--- src/rtl/loadstore.sv ---
// rtl/loadstore.sv - load/store unit bridging the pipeline to a Wishbone B4 pipelined bus
//
// Purpose: accepts one instruction at a time from the upstream stage. Non-memory
// instructions are forwarded to write-back with one cycle of latency. Memory
// instructions issue a single Wishbone access (byte/half/word, lane-shifted by
// the low address bits) and return the aligned, optionally sign-extended load
// data (or zero for stores) to write-back on completion.
//
// Ports:
//   clk_i, rst_i              clock (rising edge), asynchronous active-low reset
//   input_valid_i/ready_o     upstream handshake
//   result_i                  ALU result or memory byte address
//   ls_enable_i, ls_write_i   memory access enable, store select
//   ls_write_data_i           store data (unshifted, in low lanes)
//   ls_sel_i                  access size: 0001 byte, 0011 half, 1111 word
//   ls_unsigned_load_i        zero-extend sub-word loads
//   reg_write_i, reg_addr_i   destination register write enable / index
//   wb_*                      Wishbone B4 pipelined master
//   output_valid_o, reg_*_o   write-back result (always accepted)
module loadstore (
  input  logic        clk_i,
  input  logic        rst_i,
  output logic        input_ready_o,
  input  logic        input_valid_i,
  input  logic [31:0] result_i,
  input  logic        ls_enable_i,
  input  logic        ls_write_i,
  input  logic [31:0] ls_write_data_i,
  input  logic [3:0]  ls_sel_i,
  input  logic        ls_unsigned_load_i,
  input  logic        reg_write_i,
  input  logic [4:0]  reg_addr_i,
  output logic [31:0] wb_adr_o,
  output logic [31:0] wb_dat_o,
  input  logic [31:0] wb_dat_i,
  output logic [3:0]  wb_sel_o,
  output logic        wb_we_o,
  output logic        wb_stb_o,
  output logic        wb_cyc_o,
  input  logic        wb_ack_i,
  input  logic        wb_stall_i,
  output logic        output_valid_o,
  output logic        reg_write_o,
  output logic [4:0]  reg_addr_o,
  output logic [31:0] reg_data_o
);

  localparam logic [1:0] ST_IDLE     = 2'd0;
  localparam logic [1:0] ST_REQUEST  = 2'd1;
  localparam logic [1:0] ST_WAIT_ACK = 2'd2;

  logic [1:0]  state_q, state_d;
  logic [31:0] adr_q, adr_d, dat_q, dat_d;
  logic [3:0]  sel_q, sel_d;
  logic        we_q, we_d, stb_q, stb_d, cyc_q, cyc_d;
  // Captured instruction fields needed at completion.
  logic [1:0]  off_q, off_d;
  logic        word_q, word_d, half_q, half_d, uns_q, uns_d;
  logic        rw_q, rw_d;
  logic [4:0]  ra_q, ra_d;
  // Write-back registers.
  logic        ov_q, ov_d, orw_q, orw_d;
  logic [4:0]  ora_q, ora_d;
  logic [31:0] ord_q, ord_d;

  logic [31:0] ld_shift, ld_data;
  logic        complete;

  assign input_ready_o  = (state_q == ST_IDLE) & rst_i;
  assign wb_adr_o       = adr_q;
  assign wb_dat_o       = dat_q;
  assign wb_sel_o       = sel_q;
  assign wb_we_o        = we_q;
  assign wb_stb_o       = stb_q;
  assign wb_cyc_o       = cyc_q;
  assign output_valid_o = ov_q;
  assign reg_write_o    = orw_q;
  assign reg_addr_o     = ora_q;
  assign reg_data_o     = ord_q;

  // Bring the addressed lane down to bit 0, then size and extend.
  always_comb begin
    ld_shift = wb_dat_i >> {off_q, 3'b000};
    if (word_q)
      ld_data = ld_shift;
    else if (half_q)
      ld_data = {{16{~uns_q & ld_shift[15]}}, ld_shift[15:0]};
    else
      ld_data = {{24{~uns_q & ld_shift[7]}}, ld_shift[7:0]};
  end

  // An ack while the request is still stalled does not count; an ack in the
  // accepting REQUEST cycle completes directly.
  assign complete = ((state_q == ST_REQUEST) & ~wb_stall_i & wb_ack_i) |
                    ((state_q == ST_WAIT_ACK) & wb_ack_i);

  always_comb begin
    state_d = state_q;
    adr_d   = adr_q;
    dat_d   = dat_q;
    sel_d   = sel_q;
    we_d    = we_q;
    stb_d   = stb_q;
    cyc_d   = cyc_q;
    off_d   = off_q;
    word_d  = word_q;
    half_d  = half_q;
    uns_d   = uns_q;
    rw_d    = rw_q;
    ra_d    = ra_q;
    ov_d    = 1'b0;
    orw_d   = orw_q;
    ora_d   = ora_q;
    ord_d   = ord_q;
    case (state_q)
      ST_IDLE: begin
        if (input_valid_i) begin
          if (ls_enable_i) begin
            state_d = ST_REQUEST;
            cyc_d   = 1'b1;
            stb_d   = 1'b1;
            adr_d   = {result_i[31:2], 2'b00};
            we_d    = ls_write_i;
            sel_d   = ls_sel_i << result_i[1:0];
            dat_d   = ls_write_data_i << {result_i[1:0], 3'b000};
            off_d   = result_i[1:0];
            word_d  = ls_sel_i[3];
            half_d  = ls_sel_i[1];
            uns_d   = ls_unsigned_load_i;
            rw_d    = reg_write_i;
            ra_d    = reg_addr_i;
          end else begin
            ov_d  = 1'b1;
            orw_d = reg_write_i;
            ora_d = reg_addr_i;
            ord_d = result_i;
          end
        end
      end
      ST_REQUEST: begin
        if (!wb_stall_i && !wb_ack_i) begin
          state_d = ST_WAIT_ACK;
          stb_d   = 1'b0;
        end
      end
      default: ;
    endcase
    if (complete) begin
      state_d = ST_IDLE;
      cyc_d   = 1'b0;
      stb_d   = 1'b0;
      ov_d    = 1'b1;
      orw_d   = rw_q;
      ora_d   = ra_q;
      ord_d   = we_q ? 32'd0 : ld_data;
    end
  end

  always_ff @(posedge clk_i or negedge rst_i) begin
    if (!rst_i) begin
      state_q <= ST_IDLE;
      adr_q   <= '0;
      dat_q   <= '0;
      sel_q   <= '0;
      we_q    <= 1'b0;
      stb_q   <= 1'b0;
      cyc_q   <= 1'b0;
      off_q   <= '0;
      word_q  <= 1'b0;
      half_q  <= 1'b0;
      uns_q   <= 1'b0;
      rw_q    <= 1'b0;
      ra_q    <= '0;
      ov_q    <= 1'b0;
      orw_q   <= 1'b0;
      ora_q   <= '0;
      ord_q   <= '0;
    end else begin
      state_q <= state_d;
      adr_q   <= adr_d;
      dat_q   <= dat_d;
      sel_q   <= sel_d;
      we_q    <= we_d;
      stb_q   <= stb_d;
      cyc_q   <= cyc_d;
      off_q   <= off_d;
      word_q  <= word_d;
      half_q  <= half_d;
      uns_q   <= uns_d;
      rw_q    <= rw_d;
      ra_q    <= ra_d;
      ov_q    <= ov_d;
      orw_q   <= orw_d;
      ora_q   <= ora_d;
      ord_q   <= ord_d;
    end
  end

endmodule

--- config.mk ---
export PLATFORM = sky130hd
export DESIGN_NAME = loadstore
export DESIGN_NICKNAME = d
export VERILOG_FILES = /design/src/rtl/loadstore.sv
export SDC_FILE = /design/constraint.sdc
export NUM_CORES = 1
export LEC_CHECK = 0
export ABC_CLOCK_PERIOD_IN_PS = 5950
export CAP_MARGIN = 30
export CORE_ASPECT_RATIO = 1.2
export CORE_MARGIN = 2
export CORE_UTILIZATION = 48
export DETAILED_ROUTE_END_ITERATION = 10
export GPL_ROUTABILITY_DRIVEN = 0
export PLACE_DENSITY = 0.87
export SLEW_MARGIN = 10
export SYNTH_ARGS = -nofsm -noshare
export SYNTH_HDL_FRONTEND = slang
export SYNTH_SLANG_ARGS = --single-unit
--- constraint.sdc ---
create_clock -name clk_i -period 5.95 [get_ports clk_i]
set_clock_uncertainty 0.2 [all_clocks]
set_input_delay 1.19 -clock clk_i [delete_from_list [all_inputs] [get_ports clk_i]]
set_output_delay 1.19 -clock clk_i [all_outputs]
set_load 0.03 [all_outputs]
* Word level (Yosys, flattened, before mapping)
Index checks and enable logic that the tools add are counted.
** Storage, ports and cells
- Register bits :: 121
- Bits of input ports :: 114
- Output and inout bits :: 111
- Logic and storage cells :: 78
** Operators by class
- Equal/unequal tests :: 6
- Shifts and indexed selects :: 3
- Mux-type cells :: 31
- Bitwise operators :: 9
- Reductions and logical operators :: 12
** Operator list (number)
- $mux W32 :: 7
- $shl A32 B5 Y32 :: 1
- $shr A32 B5 Y32 :: 1
- $mux W5 :: 4
- $mux W1 :: 14
- $reduce_and A3 Y1 :: 3
- $mux W2 :: 4
- $and A1 B1 Y1 :: 6
- $ne A3 B3 Y1 const B :: 2
- $reduce_bool A2 Y1 :: 3
- $pmux W2 S2 :: 1
- $reduce_and A4 Y1 :: 1
- $shl A4 B2 Y4 :: 1
- $ne A3 B2 Y1 const B :: 1
- $reduce_bool A3 Y1 :: 1
- $eq A2 B1 Y1 const B :: 1
- $eq A2 B2 Y1 const B :: 1
- $logic_not A1 Y1 :: 2
- $logic_not A2 Y1 :: 1
- $ne A2 B1 Y1 const B :: 1
- $not A1 Y1 :: 2
- $pmux W1 S2 :: 1
- $logic_and A1 B1 Y1 :: 1
- $or A1 B1 Y1 :: 1

* Depth between registers and ports, before layout
- Depth in word-level cells :: 6
- Gate-level depth with buffers :: 8
- Mapped depth without buffers :: 5

* Worst setup path before layout
OpenSTA, ideal clock, no wires.
- Kind :: input-to-output
- Start :: input port rst_i
- End :: output port input_ready_o
- Data arrival time :: 1466 ps
- Required time :: 4560 ps
- Path slack :: 3094 ps
- Cell stages on the path :: 1
- Buffers on the path :: 0
- Cells stage by stage :: and2_1
** On the way
- Word-level cells in the longest chain between the ends :: 1
** RTL lines
- start, declared :: line 22 : input logic rst_i,
- $and A1 B1 Y1 :: line 69 : assign input_ready_o = (state_q == ST_IDLE) & rst_i;
- end, declared :: line 23 : output logic input_ready_o,
Every way passes these cells.

* Worst setup path after layout
Ends and elaborated chain as after synthesis.

==> results.py <==
metrics = {
    "setup_path": {
        "path_max_fanout": 44,
        "cp.arrival_ns": 2.53,
        "path_class": "primary input to output pin",
        "crit_path_start_kind": "primary input",
        "reg2reg_setup_slack_ns": 3.30,
        "critPathRequiredTime_ns": 4.56,
        "endpoint_kind": "output pin",
    },
    "yosys": {
        "avgSynthCellArea_um2": 11.0,
        "synthTopCellsByArea": "dfrtp_1 51%, mux2_2 11%, mux2i_1 7.7%",
        "ys_warn_count": 0,
        "synth_top_area_share_pct": 51.5,
        "syn_area_um2": 5840,
        "synth_cells": 532,
        "synth_area_leader_cell": "dfrtp_1",
        "synthMostInstantiatedCell": "dfrtp_1",
        "async_flop_share_pct": 100,
        "synth_edf_count": 0,
        "ys_seq_area_share_pct": 51.5,
        "ys_ff_latch": 120,
        "synth.cells.most_frequent": "120 x dfrtp_1, 68 x nand2_1, 59 x mux2_2, 45 x mux2i_1, 41 x a21oi_1",
        "synthDistinctLibCells": 41,
        "ys.flop_type": "dfrtp_1",
    },
    "finish": {
        "fin_cells": 914,
        "drive_gt1_share_pct": 15.1,
        "diodes": 0,
        "area_growth_pct": 49.7,
        "layout.nets": 854,
        "fill_cells": 838,
        "postLayoutCoreUtil_pct": 72.8,
    },
    "die": {
        "die_area_um2": 13100,
        "die_w_um": 105,
        "io_pins": 225,
        "rows": 44,
        "core_area_um2": 12000,
        "start_util_pct": 48.6,
        "die_y_um": 125,
    },
    "sta": {
        "final.min_clock_period_ns": 3.92,
        "hold_slack_ns": 0.281,
        "relSlewSlack_pct": 38.8,
        "setup-violations-final": 0,
        "fin_crit_sh_pct": 65.9,
        "setup_slack_ns": 2.03,
        "tns_ns": 0,
        "max_freq_ghz": 0.255,
        "grt_setup_unrepaired": "no",
        "worst_slew_pin_slew_ns": 0.918,
        "hold_viol": 0,
        "slew_viol_final": 0,
    },
    "placement": {
        "place_ws_ns": 2.00,
        "dp_hpwl_um": 13000,
        "dp_cells": 880,
        "io_buffers": 222,
    },
    "detailed_routing": {
        "first_pass_iters": 5,
        "drt_iter0_drc": 288,
        "wl_per_cell_um": 19.9,
        "dr_total_vias": 5245,
        "antenna_violating_nets_post_route": 0,
        "wl_um": 18200,
        "viasPerCell": 5.74,
        "drc": 0,
    },
    "cts": {
        "htreeDepth": 4,
        "clock_latency_ns": 0.41,
        "cts.sinks": 120,
        "root_buffer": "clkbuf_16",
        "clk_pin_slew_worst_paths_ns": 0.05,
        "cts.repair.resized": 0,
        "postCtsHoldBufs": 0,
        "post-cts-setup-buffer-count": 0,
        "cts.path.max_buffers": 2,
        "cts-buffers-inserted": 17,
        "cts_tree": "built",
    },
    "hold_path": {
        "hp-class": "flop to flop",
    },
    "grt": {
        "use_met1_pct": 32.4,
        "met3_usage_pct": 7.48,
        "grt_pass1_vias": 5409,
        "grt_max_degree": 79,
        "top_usage_layer": "met2",
        "met2_usage_pct": 48.0,
        "track_usage_pct": 27.8,
        "grt-ovfl-total": 0,
        "antenna_found_initial": 0,
        "grt_pass1_wl_um": 28500,
    },
    "status": {
        "status": "complete, no violations",
    },
    "power": {
        "worst_ir_drop_vdd_v": 0.000301,
        "p_per_area_nw_per_um2": 595,
        "power_leakage_nw": 3.68,
    },
    "job": {
        "cap_viol_max_count": 0,
    },
}
-- per-layer routing --
layer	wire, um	up-vias
met1	6950	2565
met3	1420	39
met2	9290	297
met5	0	-
li1	-	2344
met4	557	0
-- layout make-up --
cell class                 instances  area [um2]  area share [%]
tap                              161         201            2.31
multi-input combinational        368        2620            30.0
clock inverter                     9         148            1.69
clock buffer                      23         458            5.24
sequential                       120        3000            34.4
timing repair buffer             229        2280            26.1
inverter                           4        20.0           0.229
-- critical path, stage by stage --
cell and delay [ns]:
buf_4 0.44, and2_1 0.22, clkdlybuf4s50_1 0.66
-- registers in the layout (all words and copies together) (netlist names) --
name,flops
ra_q,5
wb_sel_o,4
word_q,1
reg_write_o,1
wb_we_o,1
rw_q,1
wb_dat_o,32
half_q,1
wb_adr_o,30
uns_q,1
state_q,2
output_valid_o,1
off_q,2
reg_data_o,32
wb_cyc_o,1
reg_addr_o,5
-- report_power, final --
part / total (W) / switching [W] / internal (W) / leakage [nW]
clock: 0.00107 / 0.000358 / 0.000709 / 0.295
sequential: 0.00151 / 0.000290 / 0.00122 / 1.46
combinational: 0.00263 / 0.00149 / 0.00113 / 1.93
total: 0.00520 / 0.00214 / 0.00306 / 3.68
-- final timing paths --
| check | startpoint | end | depth (start not counted) |
|---|---|---|---|
| worst min register to register | wb_dat_o[21] | wb_dat_o[21] | 2 |
| worst min-delay path | wb_dat_o[21] | wb_dat_o[21] | 2 |
| worst max register to register | off_q[0] | reg_data_o[30] | 5 |
| max in group asynchronous | rst_i | wb_adr_o[12] | 3 |
| min in group asynchronous | rst_i | output_valid_o | 1 |
| worst max-delay path | rst_i | input_ready_o | 3 |
-- placed cells by master (no fill, tap or decap), types with 2 or more instances in the layout --
cell type and n:
clkdlybuf4s50_1 220, dfrtp_1 120, nand2_1 68, mux2_2 59, mux2i_1 45, a21oi_1 41, o22ai_1 26, o21ai_0 25
nor2_1 23, clkbuf_16 17, nor2b_1 13, a21oi_2 10, a211oi_1 9, o31ai_1 9, o2bb2ai_1 8, a22oi_1 6
buf_4 6, clkbuf_1 5, o211ai_1 4, clkinv_2 4, bufinv_16 4, inv_1 3, and2_1 2, mux4_2 2
conb_1 2
-- through the flow --
| stage | instance area [um2] | power, W |
|---|---|---|
| finish | 8740 | 0.00520 |
| global route | 8740 | 0.00544 |
| CTS | 8710 | 0.00520 |
| detailed placement | 8100 | 0.00411 |
| global placement | 8100 | 0.00402 |
| floorplan | 5840 | 0.00304 |
-- cell families after synthesis --
kind of cell | after synthesis | synth area share [%]
mux | 108 | 20.3
simple gates | 117 | 9.01
compound gates | 141 | 15.3
other cells | 1 | 0.0643
buf+inv | 45 | 3.86
flops | 120 | 51.5
Note: power is estimated with default switching activity, not from simulation.
